--- config.mk ---
export PLATFORM = sky130hd
export DESIGN_NAME = if_stage
export DESIGN_NICKNAME = d
export VERILOG_FILES = /design/src/rtl/cpu_pkg.sv /design/src/rtl/if_hold_buf.sv /design/src/rtl/if_stage.sv
export SDC_FILE = /design/constraint.sdc
export NUM_CORES = 1
export LEC_CHECK = 0
export CORE_MARGIN = 5
export CORE_UTILIZATION = 52
export CTS_CLUSTER_SIZE = 12
export DETAILED_ROUTE_END_ITERATION = 16
export HOLD_SLACK_MARGIN = 0.03
export PLACE_DENSITY_LB_ADDON = 0.05
export SKIP_LAST_GASP = 1
export SYNTH_ARGS = -nofsm -noshare
export SYNTH_HDL_FRONTEND = slang
export SYNTH_SLANG_ARGS = --single-unit
--- constraint.sdc ---
create_clock -name clk -period 6 [get_ports clk]
set_input_delay 0.9 -clock clk [delete_from_list [all_inputs] [get_ports clk]]
set_output_delay 0.9 -clock clk [all_outputs]
set_load 0.05 [all_outputs]
--- src/rtl/cpu_pkg.sv ---
// Shared types and constants for the 16-bit pipelined CPU.
// Latency: n/a (package only).
// Backpressure: n/a (package only).
package cpu_pkg;

  localparam int PC_W   = 16;
  localparam int INST_W = 16;

  localparam logic [PC_W-1:0]   RESET_PC    = 16'h0000;
  localparam logic [INST_W-1:0] NOP_INST    = 16'h0000;
  localparam logic [3:0]        HALT_OPCODE = 4'hF;

  // Opcode field position inside an instruction word
  localparam int OPC_MSB = 15;
  localparam int OPC_LSB = 12;

  typedef enum logic [2:0] {
    FS_ISSUE,
    FS_WAIT,
    FS_HOLD,
    FS_DROP,
    FS_HALTED
  } fetchState_t;

  function automatic logic isHalt(input logic [INST_W-1:0] instr,
                                  input logic [3:0]        haltOpc);
    return instr[OPC_MSB:OPC_LSB] == haltOpc;
  endfunction

endpackage

--- src/rtl/if_hold_buf.sv ---
// One-entry holding register for an instruction response that arrived while decode stalled.
// Latency: 1 cycle (load visible the cycle after the load strobe).
// Backpressure: none; the owner decides when to load and when to clear (clear wins).
//
// Ports:
//   clk, rst_n  clock, async active-low reset
//   load, dIn   capture dIn and mark the entry valid
//   clear       drop the entry
//   valid, data entry state and contents
module if_hold_buf
  import cpu_pkg::*;
#(
  parameter int W = INST_W
) (
  input  logic         clk,
  input  logic         rst_n,
  input  logic         load,
  input  logic         clear,
  input  logic [W-1:0] dIn,
  output logic         valid,
  output logic [W-1:0] data
);

  always_ff @(posedge clk or negedge rst_n) begin
    if (!rst_n) begin
      valid <= 1'b0;
      data  <= '0;
    end else if (clear) begin
      valid <= 1'b0;
    end else if (load) begin
      valid <= 1'b1;
      data  <= dIn;
    end
  end

endmodule

--- src/rtl/if_stage.sv ---
// Instruction fetch stage: owns the PC, talks to instruction memory, fills the IF/ID register.
// Latency: memory latency + 1 cycle to IF/ID; back-to-back fetch gives 1 instr/cycle at memory latency 1.
// Backpressure: stall holds IF/ID; a response arriving under stall is parked in if_hold_buf and no new request issues.
//
// Ports:
//   clk, rst_n                 clock, async active-low reset
//   stall                      decode cannot accept; IF/ID holds
//   redirect, redirect_pc      taken branch/jump: flush and refetch from redirect_pc
//   imem_req, imem_addr        memory request (one outstanding)
//   imem_rvalid, imem_rdata    in-order memory response
//   ifid_*                     IF/ID pipeline register
//   pc                         current fetch PC (HLT address once halted)
//   halt_fetched               HLT fetched, fetch stopped
module if_stage
  import cpu_pkg::*;
#(
  parameter logic [PC_W-1:0]   RESET_PC_P    = RESET_PC,
  parameter logic [3:0]        HALT_OPCODE_P = HALT_OPCODE,
  parameter logic [INST_W-1:0] NOP_INST_P    = NOP_INST
) (
  input  logic              clk,
  input  logic              rst_n,
  input  logic              stall,
  input  logic              redirect,
  input  logic [PC_W-1:0]   redirect_pc,
  output logic              imem_req,
  output logic [PC_W-1:0]   imem_addr,
  input  logic [INST_W-1:0] imem_rdata,
  input  logic              imem_rvalid,
  output logic              ifid_valid,
  output logic [INST_W-1:0] ifid_instr,
  output logic [PC_W-1:0]   ifid_pc,
  output logic [PC_W-1:0]   ifid_pc_plus2,
  output logic [PC_W-1:0]   pc,
  output logic              halt_fetched
);

  fetchState_t       state;
  logic [PC_W-1:0]   pcPlus2;
  logic              accept;
  logic              respHalt;
  logic              holdLoad;
  logic              holdClear;
  logic              holdValid;
  logic [INST_W-1:0] holdData;
  logic              holdHalt;

  // Wraps modulo 2^PC_W
  assign pcPlus2  = pc + PC_W'(2);
  assign accept   = (state == FS_WAIT) && imem_rvalid && !redirect && !stall;
  assign respHalt = isHalt(imem_rdata, HALT_OPCODE_P);
  assign holdHalt = isHalt(holdData, HALT_OPCODE_P);

  assign holdLoad  = (state == FS_WAIT) && imem_rvalid && stall && !redirect;
  assign holdClear = redirect || ((state == FS_HOLD) && !stall);

  if_hold_buf #(.W(INST_W)) u_holdBuf (
    .clk   (clk),
    .rst_n (rst_n),
    .load  (holdLoad),
    .clear (holdClear),
    .dIn   (imem_rdata),
    .valid (holdValid),
    .data  (holdData)
  );

  // Request is combinational so an accepted response can launch the next
  // fetch in the same cycle. In WAIT, pc is the address of the outstanding request.
  always_comb begin
    imem_req  = 1'b0;
    imem_addr = pc;
    if (rst_n) begin
      case (state)
        FS_ISSUE: imem_req = !redirect;
        FS_WAIT: begin
          if (accept && !respHalt) begin
            imem_req  = 1'b1;
            imem_addr = pcPlus2;
          end
        end
        default: imem_req = 1'b0;
      endcase
    end
  end

  always_ff @(posedge clk or negedge rst_n) begin
    if (!rst_n) begin
      state         <= FS_ISSUE;
      pc            <= RESET_PC_P;
      ifid_valid    <= 1'b0;
      ifid_instr    <= NOP_INST_P;
      ifid_pc       <= '0;
      ifid_pc_plus2 <= '0;
      halt_fetched  <= 1'b0;
    end else if (redirect) begin
      ifid_valid   <= 1'b0;
      ifid_instr   <= NOP_INST_P;
      halt_fetched <= 1'b0;
      pc           <= redirect_pc;
      // A request still in flight must have its response swallowed in DROP
      if ((state == FS_WAIT || state == FS_DROP) && !imem_rvalid)
        state <= FS_DROP;
      else
        state <= FS_ISSUE;
    end else begin
      case (state)
        FS_ISSUE: begin
          state <= FS_WAIT;
          if (!stall) ifid_valid <= 1'b0;
        end
        FS_WAIT: begin
          if (imem_rvalid) begin
            if (stall) begin
              state <= FS_HOLD;
            end else begin
              ifid_valid    <= 1'b1;
              ifid_instr    <= imem_rdata;
              ifid_pc       <= pc;
              ifid_pc_plus2 <= pcPlus2;
              if (respHalt) begin
                state        <= FS_HALTED;
                halt_fetched <= 1'b1;
              end else begin
                pc <= pcPlus2;
              end
            end
          end else if (!stall) begin
            ifid_valid <= 1'b0;
          end
        end
        FS_HOLD: begin
          if (!stall && holdValid) begin
            ifid_valid    <= 1'b1;
            ifid_instr    <= holdData;
            ifid_pc       <= pc;
            ifid_pc_plus2 <= pcPlus2;
            if (holdHalt) begin
              state        <= FS_HALTED;
              halt_fetched <= 1'b1;
            end else begin
              pc    <= pcPlus2;
              state <= FS_ISSUE;
            end
          end
        end
        FS_DROP: begin
          if (imem_rvalid) state <= FS_ISSUE;
          if (!stall) ifid_valid <= 1'b0;
        end
        FS_HALTED: begin
          if (!stall) ifid_valid <= 1'b0;
        end
        default: state <= FS_ISSUE;
      endcase
    end
  end

endmodule

# [After elaboration in Yosys (flattened, before gate mapping)]
# Index checks and enable logic that the tools add are counted.
[word_totals] reg_bits=86 inputBits=37 out_inout_bits=83 wordCells=110
[classes] addsub=1 n_eq_ne=20 muxes=50 bitwise=2 n_reduce_logical=28
[ops] cell="16-bit 2-to-1 mux" count=19
[ops] cell="16-bit one-hot mux with 2 select lines" count=4
[ops] cell="3-bit 2-to-1 mux" count=7
[ops] cell="3-bit inequality test, second input constant" count=7
[ops] cell="16-bit by 2-bit adder with 16-bit output, second input constant" count=1
[ops] cell="1-bit 2-to-1 mux" count=15
[ops] cell="3-bit one-hot mux with 5 select lines" count=1
[ops] cell="6-bit AND reduction" count=2
[ops] cell="5-bit AND reduction" count=2
[ops] cell="1-bit logical AND" count=9
[ops] cell="4-bit == test, second input constant" count=2
[ops] cell="4-bit inequality test, second input constant" count=2
[ops] cell="3-bit by 2-bit == test with 1-bit output, second input constant" count=2
[ops] cell="2-bit inequality test, second input constant" count=3
[ops] cell="1-bit logical NOT" count=4
[ops] cell="1-bit one-hot mux with 2 select lines" count=2
[ops] cell="4-bit AND reduction" count=1
[ops] cell="2-bit nonzero test" count=2
[ops] cell="4-bit nonzero test" count=1
[ops] cell="3-bit by 1-bit == test with 1-bit output, second input constant" count=1
[ops] cell="3-bit == test, second input constant" count=1
[ops] cell="3-bit logical NOT" count=1
[ops] cell="3-bit by 2-bit inequality test with 1-bit output, second input constant" count=1
[ops] cell="1-bit one-hot mux with 3 select lines" count=1
[ops] cell="8 further kinds" count=10

# [Logic depth before layout (Yosys ltp)]
[logic_depth] depth_word=8 mapped_depth=7

# [Cells and area by module]
# A second synthesis with hierarchy kept.
[hier_totals] hier_cells=419 area_unflattened_um2=4529.3
[by_module_without_submodules] module="if_stage" n_inst=1 cells_each=381 area_per_inst_um2=3833.7 seq_area_each_um2=1701.6
[by_module_without_submodules] module="if_hold_buf" n_inst=1 cells_each=38 area_per_inst_um2=695.7 seq_area_each_um2=425.4

# [Worst setup path before layout]
# No wires, ideal clock.
[synth_timing] path_kind="input to output" startpoint="in redirect" endpoint="out imem_req" t_arrival_ps=2705 required_time_ps=5100 slack_ps=2395 stages=4 path_buffers=0 path_cell_list="nor4b_1 -> and3b_1 -> a21oi_1 -> nor3b_1"
[synth_via] elab_chain_cells=7
[synth_lines] item="from (decl)" line_no="if_stage.sv:24" rtl="input logic redirect,"
[synth_lines] item="1-bit logical NOT *" line_no="if_stage.sv:50, if_stage.sv:74"
[synth_lines] item="1-bit logical AND (2 in a row)" line_no="if_stage.sv:50" rtl="assign accept = (state == FS_WAIT) && imem_rvalid && !redirect && !stall;"
[synth_lines] item="1-bit logical AND" line_no="if_stage.sv:76" rtl="if (accept && !respHalt) begin"
[synth_lines] item="1-bit 2-to-1 mux" line_no="if_stage.sv:76"
[synth_lines] item="1-bit one-hot mux with 2 select lines *" line_no="if_stage.sv:73" rtl="case (state)"
[synth_lines] item="1-bit 2-to-1 mux *" line_no="if_stage.sv:72" rtl="if (rst_n) begin"
[synth_lines] item="to (decl)" line_no="if_stage.sv:26" rtl="output logic imem_req,"
# Mark *: on every way between the ends. The rest lies on a longest branch, timed or not.

# [Final worst setup path]
[layout_timing] startpoint="in stall" endpoint="out imem_addr[15]"
[layout_via] elab_chain_cells=6
[layout_lines] item="from (decl)" line_no="if_stage.sv:23" rtl="input logic stall,"
[layout_lines] item="1-bit logical NOT"
[layout_lines] item="1-bit logical AND" line_no="if_stage.sv:50"
[layout_lines] item="1-bit logical AND" line_no="if_stage.sv:76"
[layout_lines] item="16-bit 2-to-1 mux" line_no="if_stage.sv:76"
[layout_lines] item="16-bit 2-to-1 mux" line_no="if_stage.sv:73"
[layout_lines] item="16-bit 2-to-1 mux" line_no="if_stage.sv:72"
[layout_lines] item="to (decl)" line_no="if_stage.sv:27" rtl="output logic [PC_W-1:0] imem_addr,"
# Every way passes these cells.

==> qor.csv <==
metric;value;unit
largest net degree at the start of global routing;69;
gr usage total;0.214;
crit path max fanout;9;
Top-Level Pins;120;
EDFF count, synth;0;
worst flop-to-flop path endpoint;ifid_pc[0]$_DFFE_PN0P_;
CP Class;input pin to output port;
hold crit path type;input pin to async pin;
CP Launch Type;input pin;
Slew Limit Fails;0;
mux cell area share after synthesis;0.127;
critical path arrival;3.36;ns
CTS max path bufs;2;
Setup crit start;stall;
post-CTS setup buffers;0;
Synth Area in XOR/XNOR;0.0806;
Cell Area, Synth;4350;um2
Worst slew margin;0.190;
Area growth, synth to finish;30.3;%
Power Dens Cells;463;nW/um2
vias per inst;5.40;
Fin Setup TNS;0;ns
worst r2r path cells;4;
fin crit share;0.709;
H-tree depth;3;
met1 usage;0.271;
Clock Pin Slew Worst Setup and Hold Paths;0.09;ns
Adder-Cell Fraction of Synth Area;0.00288;
GP Congestion;0.775;
min Tclk post-route;4.26;ns
Peak Freq;0.235;GHz
Leak Pwr;0.00223;uW
chip height;101;um
Worst Setup End Kind;output port;
Post-DRT Antenna Nets;0;
fillers;654;
worst vdd ir;0.189;mV
sequential share of the synthesized area;0.489;
met3 Use GR;0.0406;
TritonCTS clock tree;done;
Detailed Route WL;10300;um
grt ovf;0;
share of cells above drive strength 1;0.125;
Core ar.;8180;um2
nets@finish;547;
Avg Inst Size Synth;10.5;um2
Compound-Gate Fraction of Synth Area;0.0932;
Placed Area;5470;um2
post-synth cell types;52;
Mapped Cells;414;
die extent in x;101;um
Clock Sinks;85;
syn nets;452;
FF-to-FF Start;state[0]$_DFFE_PN0P_;
total CTS buffers;9;
TritonRoute pass-1 iters;4;
worst hold margin;0.426;ns
area of the multi-input gates;1980;um2
Starting Density;0.532;
initial antenna violation count;0;
# port buffers;119;
MaxCap Viol Count;0;
Warnings, synthesis;0;
status;finished, final reports clean;
Post-route DRC;0;
worst clock skew;0.00886;ns
overall power;2630;uW
main combinational cell family by area after synthesis;simple AND/OR/NAND/NOR gates;
design area;5670;um2
DR WL/cell;16.7;um
R2R setup slack;3.27;ns
Top FF cell, synth;dfrtp_1;
clock root buffer;clkbuf_8;
vias post-DR;3342;
Setup Viol. Count Final;0;
global-route wire length before repair;17200;um
Hold-fix buffers, CTS;0;
vias in the first global route;3405;
busiest grt layer;met2;
simple-gate share of the synthesized area;0.151;
Setup crit end;imem_addr[15];
met2 Usage GRT;0.368;
drt initial violations;113;
Yosys reg bits;85;
CP required;5.10;ns
Final Hold Viols;0;
Rows;33;
Async S/R FF share, synth;1.00;
ANT cells;0;
total die area;10300;um2
register area;2130;um2
RSZ-0062 raised after global routing;no;
worst-skew pair later-pin latency;0.35;ns
actual slew at the worst max-slew pin;1.21;ns
post-DP HPWL;7340;um
cts repair resizes;0;
-- per-layer routing --
metal | share of wire | vias to the layer above
met1 | 0.42 | 1643
met4 | 0.012 | 0
li1 | - | 1608
met2 | 0.51 | 82
met3 | 0.053 | 9
met5 | 0 | -
-- per-stage QoR --
stage / utilization / cells / setup WS [ns]
2_1_floorplan: - / 414 / 2.40
3_3_place_gp: 0.669 / 603 / 1.81
3_5_place_dp: 0.669 / 603 / 1.72
4_1_cts: 0.693 / 619 / 1.71
5_1_grt: 0.693 / 619 / 1.56
6_report: 0.693 / 619 / 1.74
-- critical path, cell delays in order --
cell	delay (ns)
clkdlybuf4s50_1	0.58
and3b_1	0.35
nand3_1	0.31
nor2_1	0.22
xor2_1	0.17
clkdlybuf4s50_1	0.83
-- registers in the layout, indices dropped and copies added, names as in the netlist --
name             flops
ifid_valid           1
state                3
pc                  16
halt_fetched         1
ifid_pc             16
ifid_instr          16
ifid_pc_plus2       15
u_holdBuf.valid      1
u_holdBuf.data      16
-- worst min-delay path by stage --
stage / from / to / depth (start not counted) / slack (ns)
global placement: ifid_pc_plus2[1]$_DFFE_PN0P_ / ifid_pc_plus2[1]$_DFFE_PN0P_ / 2 / 0.47
CTS: rst_n / ifid_instr[3]$_DFFE_PN0P_ / 1 / 0.42
detailed placement: ifid_pc_plus2[2]$_DFFE_PN0P_ / ifid_pc_plus2[2]$_DFFE_PN0P_ / 1 / 0.48
floorplan: u_holdBuf.data[10]$_DFFE_PN0P_ / u_holdBuf.data[10]$_DFFE_PN0P_ / 1 / 0.48
global route: rst_n / ifid_pc[14]$_DFFE_PN0P_ / 1 / 0.42
finish: rst_n / ifid_pc[14]$_DFFE_PN0P_ / 1 / 0.43
-- cell usage after synthesis (6+ instances only) --
library cell  instances  area, um2
a211oi_1             16        120
xnor2_1              28        245
nand3_1              10       50.1
dfrtp_1              85       2130
xor2_1               12        105
inv_1                 6       22.5
buf_2                12       60.1
nor2_1               45        169
clkbuf_1             12       45.0
o21ai_1              13       65.1
mux2_2               32        360
buf_4                 9       67.6
a21oi_1              18       90.1
mux2i_1              17        170
nor3_1                9       45.0
nand2_1              35        131
-- cell type report --
type / count / area share
Clock buffer: 11 / 0.0232
Multi-Input combinational cell: 284 / 0.349
Tap cell: 105 / 0.0232
Inverter: 6 / 0.00398
Sequential cell: 85 / 0.375
Clock inverter: 5 / 0.0108
Timing Repair Buffer: 123 / 0.214
-- logic make-up after synthesis --
logic type                 after synthesis
and+or+nand+nor                        129
DFF                                     85
AOI/OAI and AO/OA                       63
muxes                                   51
buffers and inverters                   45
xor gates and xnor gates                40
adders and majority gates                1
-- layout by cell type, fill, tap and decap left out, drive strengths merged, types with 5 or more instances in the layout --
cell,count
inv,6
mux2,34
clkbuf,11
nand3,10
nor2,47
xor2,12
clkdlybuf4s50,117
a21oi,18
nand2,36
nor4,5
mux2i,17
nor3,10
xnor2,28
buf,6
dfrtp,85
o21ai,17
a211oi,17
-- power by group --
group / internal [uW] / switching, uW
sequential: 768 / 151
clock: 194 / 211
combinational: 483 / 818
(Power assumes the default switching activity.)
